## config.mk

```make
export PLATFORM = sky130hd
export DESIGN_NAME = cont_sinc_updown
export DESIGN_NICKNAME = d
export VERILOG_FILES = /design/src/rtl/cont_sinc_updown.sv
export SDC_FILE = /design/constraint.sdc
export NUM_CORES = 1
export LEC_CHECK = 0
export CORE_ASPECT_RATIO = 0.8
export CORE_MARGIN = 2
export CORE_UTILIZATION = 25
export CTS_BUF_LIST = sky130_fd_sc_hd__clkbuf_2
export DETAILED_ROUTE_END_ITERATION = 12
export PLACE_DENSITY = 0.46
export SLEW_MARGIN = 30
export SYNTH_ARGS = -nofsm -noshare
export SYNTH_HDL_FRONTEND = slang
export SYNTH_SLANG_ARGS = --single-unit
```

## constraint.sdc

```tcl
create_clock -name clk -period 1.85 [get_ports clk]
set_input_delay 0.37 -clock clk [delete_from_list [all_inputs] [get_ports clk]]
set_output_delay 0.37 -clock clk [all_outputs]
set_load 0.1 [all_outputs]
```

## src/rtl/cont_sinc_updown.sv

```systemverilog
`default_nettype none
// ============================================================================
//  Module   : cont_sinc_updown
//  Purpose  : Fully synchronous up/down modulo counter with programmable
//             modulus, parallel load (clamped to the range), count enable,
//             wrap/saturate boundary mode and terminal-count / wrap flags.
//  Ports    :
//    clk      in   clock, all state changes on the rising edge
//    reset    in   synchronous active-high reset
//    en       in   count enable
//    up       in   direction, 1 = increment, 0 = decrement
//    load     in   parallel-load strobe (beats en)
//    d        in   parallel-load value, clamped to MODULUS-1
//    sat      in   1 = saturate at the range ends, 0 = wrap around
//    q        out  registered count, always in 0 .. MODULUS-1
//    qnot     out  bitwise complement of q
//    tc       out  terminal count, combinational from q/en/up
//    wrapped  out  one-cycle registered pulse following a wrapping edge
//  Revision : 1.0  initial release
// ============================================================================
module cont_sinc_updown #(
  parameter int WIDTH   = 6,
  parameter int MODULUS = 64
) (
  input  logic             clk,
  input  logic             reset,
  input  logic             en,
  input  logic             up,
  input  logic             load,
  input  logic [WIDTH-1:0] d,
  input  logic             sat,
  output logic [WIDTH-1:0] q,
  output logic [WIDTH-1:0] qnot,
  output logic             tc,
  output logic             wrapped
);

  // The modulus itself needs WIDTH+1 bits when MODULUS = 2^WIDTH, which is
  // why the boundary compares are carried out one bit wider than the count.
  localparam logic [WIDTH:0]   c_mod_ext = (WIDTH+1)'(MODULUS);
  localparam logic [WIDTH-1:0] c_max_q   = WIDTH'(MODULUS - 1);

  logic [WIDTH-1:0] r_count;
  logic             r_wrapped;

  logic [WIDTH:0]   w_q_ext;
  logic [WIDTH:0]   w_inc_ext;
  logic [WIDTH-1:0] w_dec;
  logic             w_at_max;
  logic             w_at_zero;
  logic             w_d_over;
  logic [WIDTH-1:0] w_d_clamped;
  logic [WIDTH-1:0] w_count_next;
  logic             w_wrapped_next;

  assign w_q_ext   = {1'b0, r_count};
  assign w_inc_ext = w_q_ext + (WIDTH+1)'(1);
  assign w_dec     = r_count - WIDTH'(1);

  // Top of range detected as "q+1 reaches the modulus". Even for a full
  // power-of-two range the wrap comes from this compare, not from the
  // natural carry-out of the adder.
  assign w_at_max  = (w_inc_ext == c_mod_ext);
  assign w_at_zero = (r_count == '0);

  // Load values beyond the range are clamped to the last legal count.
  assign w_d_over    = ({1'b0, d} >= c_mod_ext);
  assign w_d_clamped = w_d_over ? c_max_q : d;

  always_comb begin
    w_count_next   = r_count;
    w_wrapped_next = 1'b0;
    if (load) begin
      w_count_next = w_d_clamped;
    end else if (en) begin
      if (up) begin
        if (!w_at_max) begin
          w_count_next = w_inc_ext[WIDTH-1:0];
        end else if (!sat) begin
          w_count_next   = '0;
          w_wrapped_next = 1'b1;
        end
      end else begin
        if (!w_at_zero) begin
          w_count_next = w_dec;
        end else if (!sat) begin
          w_count_next   = c_max_q;
          w_wrapped_next = 1'b1;
        end
      end
    end
  end

  always_ff @(posedge clk) begin
    if (reset) begin
      r_count   <= '0;
      r_wrapped <= 1'b0;
    end else begin
      r_count   <= w_count_next;
      r_wrapped <= w_wrapped_next;
    end
  end

  assign q       = r_count;
  assign qnot    = ~r_count;
  assign wrapped = r_wrapped;

  // Asserted in both boundary modes so it can enable a cascaded stage.
  assign tc = en & (up ? w_at_max : w_at_zero);

endmodule
`default_nettype wire

```

==> qor.log, run 1 <==
[status] outcome complete, but fails checks
[status] failing checks negative setup slack
[clocking] insertion delay of the later-clocked pin in the worst-skew pair 0.22 ns
[pwr] Power Density 618 nW/um^2
[clocking] # H-tree levels 1
[final_layout] leading cell type in the layout, fill and taps excluded buf_4
[timing] clock period minus worst slack 1.89 ns
[routing] WL final 2310 um
[timing] share of the cycle needed by the critical path after routing 1.02
[timing] hold slack 0.688 ns
[floorplan] overall die area 3160 sq um
[clocking] number of hold buffers added after CTS 0
[logic_synthesis] synthesized net count 102
[logic_synthesis] post-synthesis sequential element count 7
[critical_path] required time reported for the critical path endpoint 1.48 ns
[critical_path] CP startpoint q[0]
[critical_path] nature of the critical path endpoint output pin
[floorplan] die width 62.4 um
[timing] unrepaired setup endpoints after global routing true
[logic_synthesis] sequential element share of the synthesized area 0.206
[pwr] portion of total power attributed to combinational logic 0.630
[critical_path] reg-to-reg startpoint q[1]
[floorplan] core area 2520 sq um
[min_path] kind of path behind the tightest hold check reg -> reg
[global_route] largest net degree at the start of global routing 13
[timing] total negative setup slack -0.0390 ns
[critical_path] biggest cell delay along the critical path 0.38 ns
[timing] Worst Setup Slack, final -0.0390 ns
[global_route] via count of the first global-routing pass 807
[critical_path] worst flop-to-flop path endpoint q[3]
[timing] total count of hold-check failures in the final report 0
[pwr] Net Switching 392 uW
[critical_path] delay-heaviest family, CP flip-flops
[timing] endpoints failing setup 1
[final_layout] fraction of layout cells with a size suffix above 1 0.485
[pwr] switch share 0.475
[placed_design] placement-stage worst setup slack -0.197 ns
[timing] measured slew at the worst slew-check pin 0.382 ns
[clocking] clock-pin slew on the worst setup and hold paths 0.08 ns
[placed_design] post-placement cell area 1250 sq um
[critical_path] buffer and inverter count on the worst path 2
[logic_synthesis] area of the mapped netlist 682 sq um
[timing] Max Transition Viols Final 0
[global_route] global-route total usage across every layer 0.158
[clocking] CTS sink cnt 7
[logic_synthesis] Netlist cell types 35
[critical_path] Arr. time, crit path 1.52 ns
[global_route] wire length of the first global-routing pass 3890 um
[timing] max frequency 0.529 GHz
[critical_path] Setup CP Type reg -> out
[min_path] hold path startpoint q[4]
[floorplan] initial standard-cell utilization of the core 0.270
[placed_design] Detailed Place HPWL 1820 um
[critical_path] element type at the critical path start flip-flop
[pwr] share of total power in the clock network 0.136
[logic_synthesis] Syn Area/Cell 7.84 sq um
[clocking] Root Driver clkbuf_2
[routing] WL/cell 13.8 um
[placed_design] routability congestion estimate 0.878
[logic_synthesis] Yosys warning count 0
[logic_synthesis] Gate Count Post-Synth 87
[run] count of max-cap constraint violations 0
[critical_path] CP max-delay cell dfxtp_4
[min_path] capture endpoint of the worst hold path q[4]
[clocking] Max clock buf depth 2
[critical_path] largest fanout on the critical path 5
[final_layout] Nets 148
[clocking] TritonCTS clock tree done
[floorplan] Vert. Die Dim 50.7 um
[critical_path] register-to-register path setup slack 0.13 ns
[global_route] total gr overflow 0
[placed_design] Port Buffers 25
[routing] post-detailed-route via-to-cell ratio 4.86
[critical_path] cell-by-cell trace of the critical path clkinvlp_4 -> ha_4 -> nor3b_4 -> nand2_2 -> nor2_4 -> o21a_4 -> buf_12
[routing] Initial DRC Count 26
[timing] worst setup skew after layout 0.00536 ns
[pwr] leakage power of the design 0.000556 uW
[critical_path] count of cells along the worst register-to-register path 8
[floorplan] count of boundary I/O pins 26
[routing] DRC violations left 0
[timing] Max-Slew Margin vs Limit 0.744
[final_layout] Antenna Diode Count 0
[final_layout] commonest cells after routing, fill and taps aside buf_4, buf_12, clkdlybuf4s50_1
[clocking] CTS Buf Count 3
[floorplan] count of standard-cell rows 16
[final_layout] Syn-to-layout area delta 96.0%
[min_path] number of cells on the worst hold path 2
[pwr] Max IR drop VDD 0.000394 V
[final_layout] core utilization of the finished layout 0.530
[routing] remaining number of nets flagged by the antenna check after routing 0
[final_layout] post-route standard cell area excluding fillers 1340 sq um
[global_route] antenna violations before repair 0
[pwr] Power Internal 434 uW
[routing] routed via count 817
[routing] length of the first detailed-routing pass in iterations 4
[pwr] portion of total power attributed to sequential cells 0.234
-- cell type report --
type                    instances  area, sq um
clock buffers                   4         20.0
flip-flops and latches          7          151
repair buffers                 45          531
inverters                      12         56.3
multi-input cells              64          533
well taps                      36         45.0
fillers                       257         1190
-- what timing repair did --
| action | CTS | global route |
|---|---|---|
| setup endpoints to repair | 1 | 5 |
| gates resized for setup | 2 | 4 |
| pin swaps | 1 | 0 |
| buffers inserted | 5 | 0 |
-- how the worst max path moves through the flow --
stage                       to  slack, ns  cells past startpoint
after floorplan             tc      -0.65                      6
after global placement    q[3]      -0.19                      6
after detailed placement  q[3]      -0.20                      6
after CTS                   tc      -0.07                      7
after global routing        tc      -0.15                      7
final                       tc      -0.04                      7
-- state kept, by name, summed over array words and instances (netlist names) --
register,flops
wrapped,1
q,6
-- through the flow --
stage                     std cells  power (uW)
after CTS                       168         828
after detailed placement        159         693
after floorplan                  87         497
after global placement          159         695
after global routing            168         874
final                           168         826
-- cell usage after synthesis (all sizes together) --
master   instances  area, sq um
nor2b            1         6.26
a221oi           2         30.0
o2111ai          1         8.76
and3             3         20.0
a21oi            3         15.0
o21ai            3         15.0
nand2            5         18.8
nand2b           1         6.26
mux2i            1         10.0
ha               3         37.5
or4b             1         10.0
nand3            3         27.5
a2bb2oi          1         8.76
nor4             2         12.5
or3              2         17.5
buf              4         33.8
o211a            1         10.0
o211ai           2         15.0
a311oi           3         32.5
nor3             2         10.0
nor2             8         30.0
a211oi           4         30.0
xnor2            2         17.5
a32oi            1         8.76
nand4            7         50.1
nor3b            1         7.51
inv             12         45.0
o21a             1         7.51
dfxtp            7          140
-- cell families (layout without fill, tap and decap cells) --
family | Yosys count | after routing | synth area share
fa+ha+maj | 3 | 3 | 0.0551
buf+inv | 16 | 61 | 0.116
compound gates | 22 | 22 | 0.266
simple gates | 36 | 36 | 0.317
xor+xnor | 2 | 2 | 0.0257
flops | 7 | 7 | 0.205
mux | 1 | 1 | 0.0147
-- power groups by stage --
stage               Combinational [uW]  Clock, uW  Sequential [uW]
CTS                                515        119              194
finish                             521        113              193
global route                       547        131              197
detailed placement                 496          0              198
global placement                   497          0              198
floorplan                          227          0              269
-- metal layers --
| layer | vias up | wire, um | global-route usage |
|---|---|---|---|
| met5 | - | 0 | 0 |
| met4 | 0 | 7 | 0.0556 |
| met3 | 2 | 127 | 0.0291 |
| met2 | 23 | 998 | 0.225 |
| met1 | 377 | 1180 | 0.236 |
| li1 | 415 | - | - |
-- worst register-to-register path: cells and delay by family (launching register included) --
| family | cells | cell delay, ns |
|---|---|---|
| AOI/OAI and AO/OA | 3 | 0.60 |
| DFF | 1 | 0.36 |
| and+or+nand+nor | 2 | 0.31 |
| buffers and inverters | 2 | 0.24 |
| adders and majority gates | 1 | 0.13 |
(Power assumes the default switching activity.)
==> inputs of run 2 (changes only) <==
--- a/config.mk
+++ b/config.mk
@@ -6,7 +6,7 @@
 export NUM_CORES = 1
 export LEC_CHECK = 0
 export CORE_ASPECT_RATIO = 0.8
-export CORE_MARGIN = 2
+export CORE_MARGIN = 1
 export CORE_UTILIZATION = 25
 export CTS_BUF_LIST = sky130_fd_sc_hd__clkbuf_2
 export DETAILED_ROUTE_END_ITERATION = 12
==> qor.log, run 2 (same netlist as run 1, synthesis figures left out) <==
[status] outcome complete, but fails checks [unchanged]
[status] failing checks negative setup slack [unchanged]
[global_route] via count of the first global-routing pass 831 [was 807]
[timing] share of the cycle needed by the critical path after routing 1.03 [was 1.02]
[final_layout] Syn-to-layout area delta 97.2% [was 96.0%]
[floorplan] count of standard-cell rows 16 [unchanged]
[routing] length of the first detailed-routing pass in iterations 4 [unchanged]
[floorplan] initial standard-cell utilization of the core 0.270 [unchanged]
[critical_path] CP startpoint q[1] [was q[0]]
[global_route] largest net degree at the start of global routing 13 [unchanged]
[critical_path] CP max-delay cell dfxtp_4 [unchanged]
[min_path] capture endpoint of the worst hold path q[3] [was q[4]]
[critical_path] biggest cell delay along the critical path 0.36 ns [was 0.38 ns]
[clocking] TritonCTS clock tree done [unchanged]
[final_layout] leading cell type in the layout, fill and taps excluded buf_4 [unchanged]
[critical_path] nature of the critical path endpoint output pin [unchanged]
[pwr] Max IR drop VDD 0.000351 V [was 0.000394 V]
[final_layout] Antenna Diode Count 0 [unchanged]
[clocking] number of hold buffers added after CTS 0 [unchanged]
[routing] post-detailed-route via-to-cell ratio 5.23 [was 4.86]
[clocking] Max clock buf depth 2 [unchanged]
[timing] max frequency 0.526 GHz [was 0.529 GHz]
[clocking] CTS sink cnt 7 [unchanged]
[clocking] insertion delay of the later-clocked pin in the worst-skew pair 0.22 ns [about the same]
[final_layout] non-filler cells in the finished layout 170 [was 168]
[clocking] Root Driver clkbuf_2 [unchanged]
[clocking] # H-tree levels 1 [unchanged]
[timing] measured slew at the worst slew-check pin 0.359 ns [was 0.382 ns]
[timing] total negative setup slack -0.0786 ns [was -0.0390 ns]
[routing] routed via count 889 [was 817]
[routing] WL/cell 14.8 um [was 13.8 um]
[placed_design] routability congestion estimate 0.838 [was 0.878]
[critical_path] register-to-register path setup slack -0.03 ns [was 0.13 ns]
[global_route] total gr overflow 0 [unchanged]
[routing] remaining number of nets flagged by the antenna check after routing 0 [unchanged]
[final_layout] post-route standard cell area excluding fillers 1350 sq um [was 1340 sq um]
[clocking] CTS Buf Count 3 [unchanged]
[critical_path] required time reported for the critical path endpoint 1.48 ns [about the same]
[final_layout] Nets 150 [was 148]
[timing] endpoints failing setup 2 [was 1]
[final_layout] fraction of layout cells with a size suffix above 1 0.485 [about the same]
[placed_design] post-placement cell area 1250 sq um [unchanged]
[timing] clock period minus worst slack 1.90 ns [was 1.89 ns]
[placed_design] post-placement cell count 159 [unchanged]
[floorplan] Vert. Die Dim 48.7 um [was 50.7 um]
[global_route] antenna violations before repair 0 [unchanged]
[pwr] Power Density 622 nW/um^2 [was 618 nW/um^2]
[routing] WL final 2520 um [was 2310 um]
[critical_path] largest fanout on the critical path 2 [was 5]
[routing] DRC violations left 0 [unchanged]
[critical_path] Arr. time, crit path 1.53 ns [was 1.52 ns]
[global_route] wire length of the first global-routing pass 3910 um [was 3890 um]
[min_path] hold path startpoint q[3] [was q[4]]
[final_layout] commonest cells after routing, fill and taps aside buf_4, buf_12, clkdlybuf4s50_1 [unchanged]
[critical_path] cell-by-cell trace of the critical path clkinvlp_4 -> ha_4 -> nor3b_4 -> nand2_2 -> nor2_4 -> o21a_4 -> buf_12 [unchanged]
[placed_design] Detailed Place HPWL 1910 um [was 1820 um]
[global_route] global-route total usage across every layer 0.178 [was 0.158]
[final_layout] max FFs per register 6 [unchanged]
[timing] unrepaired setup endpoints after global routing true [unchanged]
[timing] Worst Setup Slack, final -0.0524 ns [was -0.0390 ns]
[placed_design] Port Buffers 25 [unchanged]
[min_path] kind of path behind the tightest hold check reg -> reg [unchanged]
[timing] Max Transition Viols Final 0 [unchanged]
[critical_path] Setup CP Type reg -> out [unchanged]
[pwr] leakage power of the design 0.000558 uW [was 0.000556 uW]
[critical_path] element type at the critical path start flip-flop [unchanged]
[min_path] number of cells on the worst hold path 2 [unchanged]
[timing] hold slack 0.694 ns [was 0.688 ns]
[critical_path] worst flop-to-flop path endpoint q[3] [unchanged]
[timing] total count of hold-check failures in the final report 0 [unchanged]
[floorplan] count of boundary I/O pins 26 [unchanged]
[floorplan] die width 60.4 um [was 62.4 um]
[floorplan] core area 2520 sq um [unchanged]
[critical_path] reg-to-reg startpoint q[1] [unchanged]
[floorplan] overall die area 2940 sq um [was 3160 sq um]
[run] count of max-cap constraint violations 0 [unchanged]
[routing] Initial DRC Count 18 [was 26]
[timing] Max-Slew Margin vs Limit 0.760 [was 0.744]
[clocking] clock-pin slew on the worst setup and hold paths 0.07 ns [was 0.08 ns]
[timing] worst setup skew after layout 0.00471 ns [was 0.00536 ns]
[critical_path] count of cells along the worst register-to-register path 9 [was 8]
## run 2: cell types whose count changed in the layout (fill, tap and decap cells not counted), sizes merged
cell          previous run  this run
buf                     34        36
dlygate4sd2              0         1
dlymetal6s2s             1         0
## run 2: power by group
group | internal, uW | switching (uW) | total (uW)
clock | 57.5 | 53.0 | 111
sequential | 164 | 28.9 | 193
combinational | 219 | 315 | 534
## run 2: how the worst max path moves through the flow
stage	cells past startpoint	slack, ns	to
finish	7	-0.05	tc
global route	7	-0.15	tc
CTS	7	-0.07	tc
detailed placement	6	-0.22	q[3]
global placement	6	-0.20	q[4]
floorplan	6	-0.65	tc
## run 2: layout make-up
class                      instances  area, sq um
timing repair buffer              47          542
clock buffer                       4         20.0
tap                               36         45.0
sequential                         7          151
multi-input combinational         64          531
fill                             265         1180
inverter                          12         56.3
## run 2: layer usage
layer | global-route usage | up-vias | wire length, um
met3 | 0.0160 | 2 | 145
li1 | - | 421 | -
met2 | 0.291 | 30 | 1260
met4 | 0.0465 | 0 | 7
met1 | 0.245 | 436 | 1100
met5 | 0 | - | 0
## run 2: metrics by stage
| stage | utilization | power [uW] | setup WS, ns |
|---|---|---|---|
| floorplan | - | 497 | -0.648 |
| finish | 0.533 | 837 | -0.0524 |
| detailed placement | 0.497 | 698 | -0.218 |
| CTS | 0.526 | 835 | -0.0690 |
| global route | 0.533 | 876 | -0.148 |
| global placement | 0.497 | 698 | -0.196 |
## run 2: what timing repair did
action / in CTS / in global routing
setup endpoints to repair: 1 / 2
pin swaps: 2 / 3
hold endpoints to repair: 0 / 0
buffers inserted: 6 / 1
gates resized for setup: 3 / 2
## run 2: worst max-delay path: cells and delay by family, from the launching register on
| family | cells | cell delay, ns |
|---|---|---|
| AOI/OAI and AO/OA | 1 | 0.15 |
| adders and majority gates | 1 | 0.13 |
| buffers and inverters | 2 | 0.26 |
| DFF | 1 | 0.36 |
| and+or+nand+nor | 3 | 0.42 |
==> inputs of run 3 (changes only) <==
--- a/config.mk
+++ b/config.mk
@@ -6,12 +6,13 @@
 export NUM_CORES = 1
 export LEC_CHECK = 0
 export CORE_ASPECT_RATIO = 0.8
-export CORE_MARGIN = 1
 export CORE_UTILIZATION = 25
 export CTS_BUF_LIST = sky130_fd_sc_hd__clkbuf_2
 export DETAILED_ROUTE_END_ITERATION = 12
 export PLACE_DENSITY = 0.46
+export SETUP_SLACK_MARGIN = 0.5
 export SLEW_MARGIN = 30
 export SYNTH_ARGS = -nofsm -noshare
 export SYNTH_HDL_FRONTEND = slang
 export SYNTH_SLANG_ARGS = --single-unit
+export TNS_END_PERCENT = 100
==> qor.log, run 3 (same netlist as run 1, synthesis figures left out) <==
[global_route] wire length of the first global-routing pass 4220 um [was 3910 um]
[timing] max frequency 0.515 GHz [was 0.526 GHz]
[critical_path] biggest cell delay along the critical path 0.37 ns [was 0.36 ns]
[critical_path] largest fanout on the critical path 3 [was 2]
[timing] Max-Slew Margin vs Limit 0.794 [was 0.760]
[routing] remaining number of nets flagged by the antenna check after routing 0 [unchanged]
[routing] WL final 2550 um [was 2520 um]
[pwr] Power Density 583 nW/um^2 [was 622 nW/um^2]
[timing] clock period minus worst slack 1.94 ns [was 1.90 ns]
[clocking] CTS sink cnt 7 [unchanged]
[pwr] portion of total power attributed to sequential cells 0.205 [was 0.230]
[global_route] via count of the first global-routing pass 858 [was 831]
[global_route] largest net degree at the start of global routing 10 [was 13]
[routing] routed via count 885 [was 889]
[clocking] number of hold buffers added after CTS 0 [unchanged]
[timing] Worst Setup Slack, final -0.0929 ns [was -0.0524 ns]
[floorplan] core area 2520 sq um [unchanged]
[placed_design] post-placement cell count 159 [unchanged]
[placed_design] Detailed Place HPWL 1830 um [was 1910 um]
[final_layout] non-filler cells in the finished layout 183 [was 170]
[pwr] leakage power of the design 0.000627 uW [was 0.000558 uW]
[critical_path] Arr. time, crit path 1.57 ns [was 1.53 ns]
[clocking] Max clock buf depth 2 [unchanged]
[clocking] clock-pin slew on the worst setup and hold paths 0.09 ns [was 0.07 ns]
[timing] total count of hold-check failures in the final report 0 [unchanged]
[critical_path] depth of the critical timing path with buffers and inverters included 7 [unchanged]
[min_path] number of cells on the worst hold path 2 [unchanged]
[timing] unrepaired setup endpoints after global routing true [unchanged]
[clocking] # H-tree levels 1 [unchanged]
[min_path] kind of path behind the tightest hold check reg -> reg [unchanged]
[critical_path] buffer and inverter count on the worst path 2 [unchanged]
[timing] share of the cycle needed by the critical path after routing 1.05 [was 1.03]
[global_route] antenna violations before repair 0 [unchanged]
[clocking] insertion delay of the later-clocked pin in the worst-skew pair 0.25 ns [was 0.22 ns]
[pwr] Power Internal 486 uW [was 440 uW]
[final_layout] fraction of layout cells with a size suffix above 1 0.612 [was 0.485]
[global_route] total gr overflow 0 [unchanged]
[final_layout] layout filler cell count 231 [was 265]
[run] count of max-cap constraint violations 0 [unchanged]
[placed_design] routability congestion estimate 0.845 [was 0.838]
[final_layout] commonest cells after routing, fill and taps aside buf_4, buf_12, clkdlybuf4s50_1, buf_6, nor2_1 [was buf_4, buf_12, clkdlybuf4s50_1]
[clocking] CTS Buf Count 3 [unchanged]
[pwr] switch share 0.469 [was 0.474]
[timing] measured slew at the worst slew-check pin 0.306 ns [was 0.359 ns]
[critical_path] CP max-delay cell dfxtp_4 [unchanged]
[pwr] Net Switching 429 uW [was 397 uW]
[critical_path] cell-by-cell trace of the critical path clkinvlp_4 -> ha_4 -> nor3b_4 -> nand2_2 -> nor2_4 -> o21a_4 -> buf_12 [unchanged]
[routing] Initial DRC Count 29 [was 18]
[final_layout] leading cell type in the layout, fill and taps excluded buf_4 [unchanged]
[routing] post-detailed-route via-to-cell ratio 4.84 [was 5.23]
[critical_path] Setup CP Type reg -> out [unchanged]
[clocking] TritonCTS clock tree done [unchanged]
[floorplan] Vert. Die Dim 48.7 um [unchanged]
[critical_path] required time reported for the critical path endpoint 1.48 ns [about the same]
[timing] total negative setup slack -0.0929 ns [was -0.0786 ns]
[pwr] share of total power in the clock network 0.132 [about the same]
[final_layout] Antenna Diode Count 0 [unchanged]
[routing] length of the first detailed-routing pass in iterations 4 [unchanged]
[floorplan] overall die area 2940 sq um [unchanged]
[floorplan] initial standard-cell utilization of the core 0.270 [unchanged]
[status] failing checks negative setup slack [unchanged]
[routing] WL/cell 13.9 um [was 14.8 um]
[final_layout] max FFs per register 6 [unchanged]
[pwr] portion of total power attributed to combinational logic 0.663 [was 0.638]
[timing] worst setup skew after layout 0.0165 ns [was 0.00471 ns]
[critical_path] nature of the critical path endpoint output pin [unchanged]
[final_layout] Nets 163 [was 150]
[timing] Max Transition Viols Final 0 [unchanged]
[routing] DRC violations left 0 [unchanged]
[floorplan] count of standard-cell rows 16 [unchanged]
[critical_path] delay-heaviest family, CP simple AND/OR/NAND/NOR gates [unchanged]
[critical_path] element type at the critical path start flip-flop [unchanged]
[status] outcome complete, but fails checks [unchanged]
[placed_design] Port Buffers 25 [unchanged]
[timing] endpoints failing setup 2 [unchanged]
[pwr] Max IR drop VDD 0.000287 V [was 0.000351 V]
[critical_path] count of cells along the worst register-to-register path 9 [unchanged]
[floorplan] die width 60.4 um [unchanged]
[floorplan] count of boundary I/O pins 26 [unchanged]
[clocking] Root Driver clkbuf_2 [unchanged]
[final_layout] Syn-to-layout area delta 130% [was 97.2%]
[global_route] global-route total usage across every layer 0.193 [was 0.178]
[run 3: per-stage QoR]
stage | hold WS (ns) | power [uW] | util | setup WS [ns] | area, sq um
2_1_floorplan | 0.427 | 502 | - | -0.635 | 777
3_3_place_gp | 0.642 | 696 | 0.505 | -0.108 | 1270
3_5_place_dp | 0.622 | 694 | 0.505 | -0.128 | 1270
4_1_cts | 0.638 | 865 | 0.565 | -0.0632 | 1430
5_1_grt | 0.675 | 965 | 0.622 | -0.187 | 1570
6_report | 0.642 | 915 | 0.622 | -0.0929 | 1570
[run 3: timing repair]
item	4_1_cts	5_1_grt
pin swaps	8	7
resized for setup	10	16
setup buffers	12	8
endpoints found under the setup margin	14	17
[run 3: path summary, 6_finish.rpt]
path	slack, ns	start	endpoint
hold reg to reg	0.64	q[2]	q[2]
setup reg to reg	0	q[1]	q[3]
setup / recovery	-0.09	q[1]	tc
hold / removal	0.64	q[2]	q[2]
[run 3: area by class of cell]
type,count,area [sq um],area share
repair buffers,60,682,0.435
inverters,12,67.6,0.0431
flip-flops and latches,7,163,0.104
clock buffers,4,20.0,0.0128
well taps,36,45.0,0.0287
multi-input cells,64,592,0.377
[run 3: worst register-to-register path, stage by stage, from the launching register on]
cell,delay (ns)
dfxtp_4,0.37
clkinvlp_4,0.09
ha_4,0.12
nor3b_4,0.21
nand2_2,0.11
buf_4,0.15
buf_6,0.12
a211oi_2,0.22
o2111ai_2,0.16
a221oi_2,0.23
[run 3: layer usage]
layer,wire length (um),vias up,global-route usage
met5,0,-,0
met4,26,0,0.0543
met3,82,4,0.0374
met2,1170,20,0.284
met1,1270,415,0.279
li1,-,446,-
[run 3: power by group through the flow]
stage | Combinational [uW] | Clock [uW] | Sequential, uW
final | 606 | 121 | 188
after global routing | 636 | 139 | 190
after CTS | 555 | 121 | 188
after detailed placement | 490 | 0 | 204
after global placement | 491 | 0 | 205
after floorplan | 232 | 0 | 270
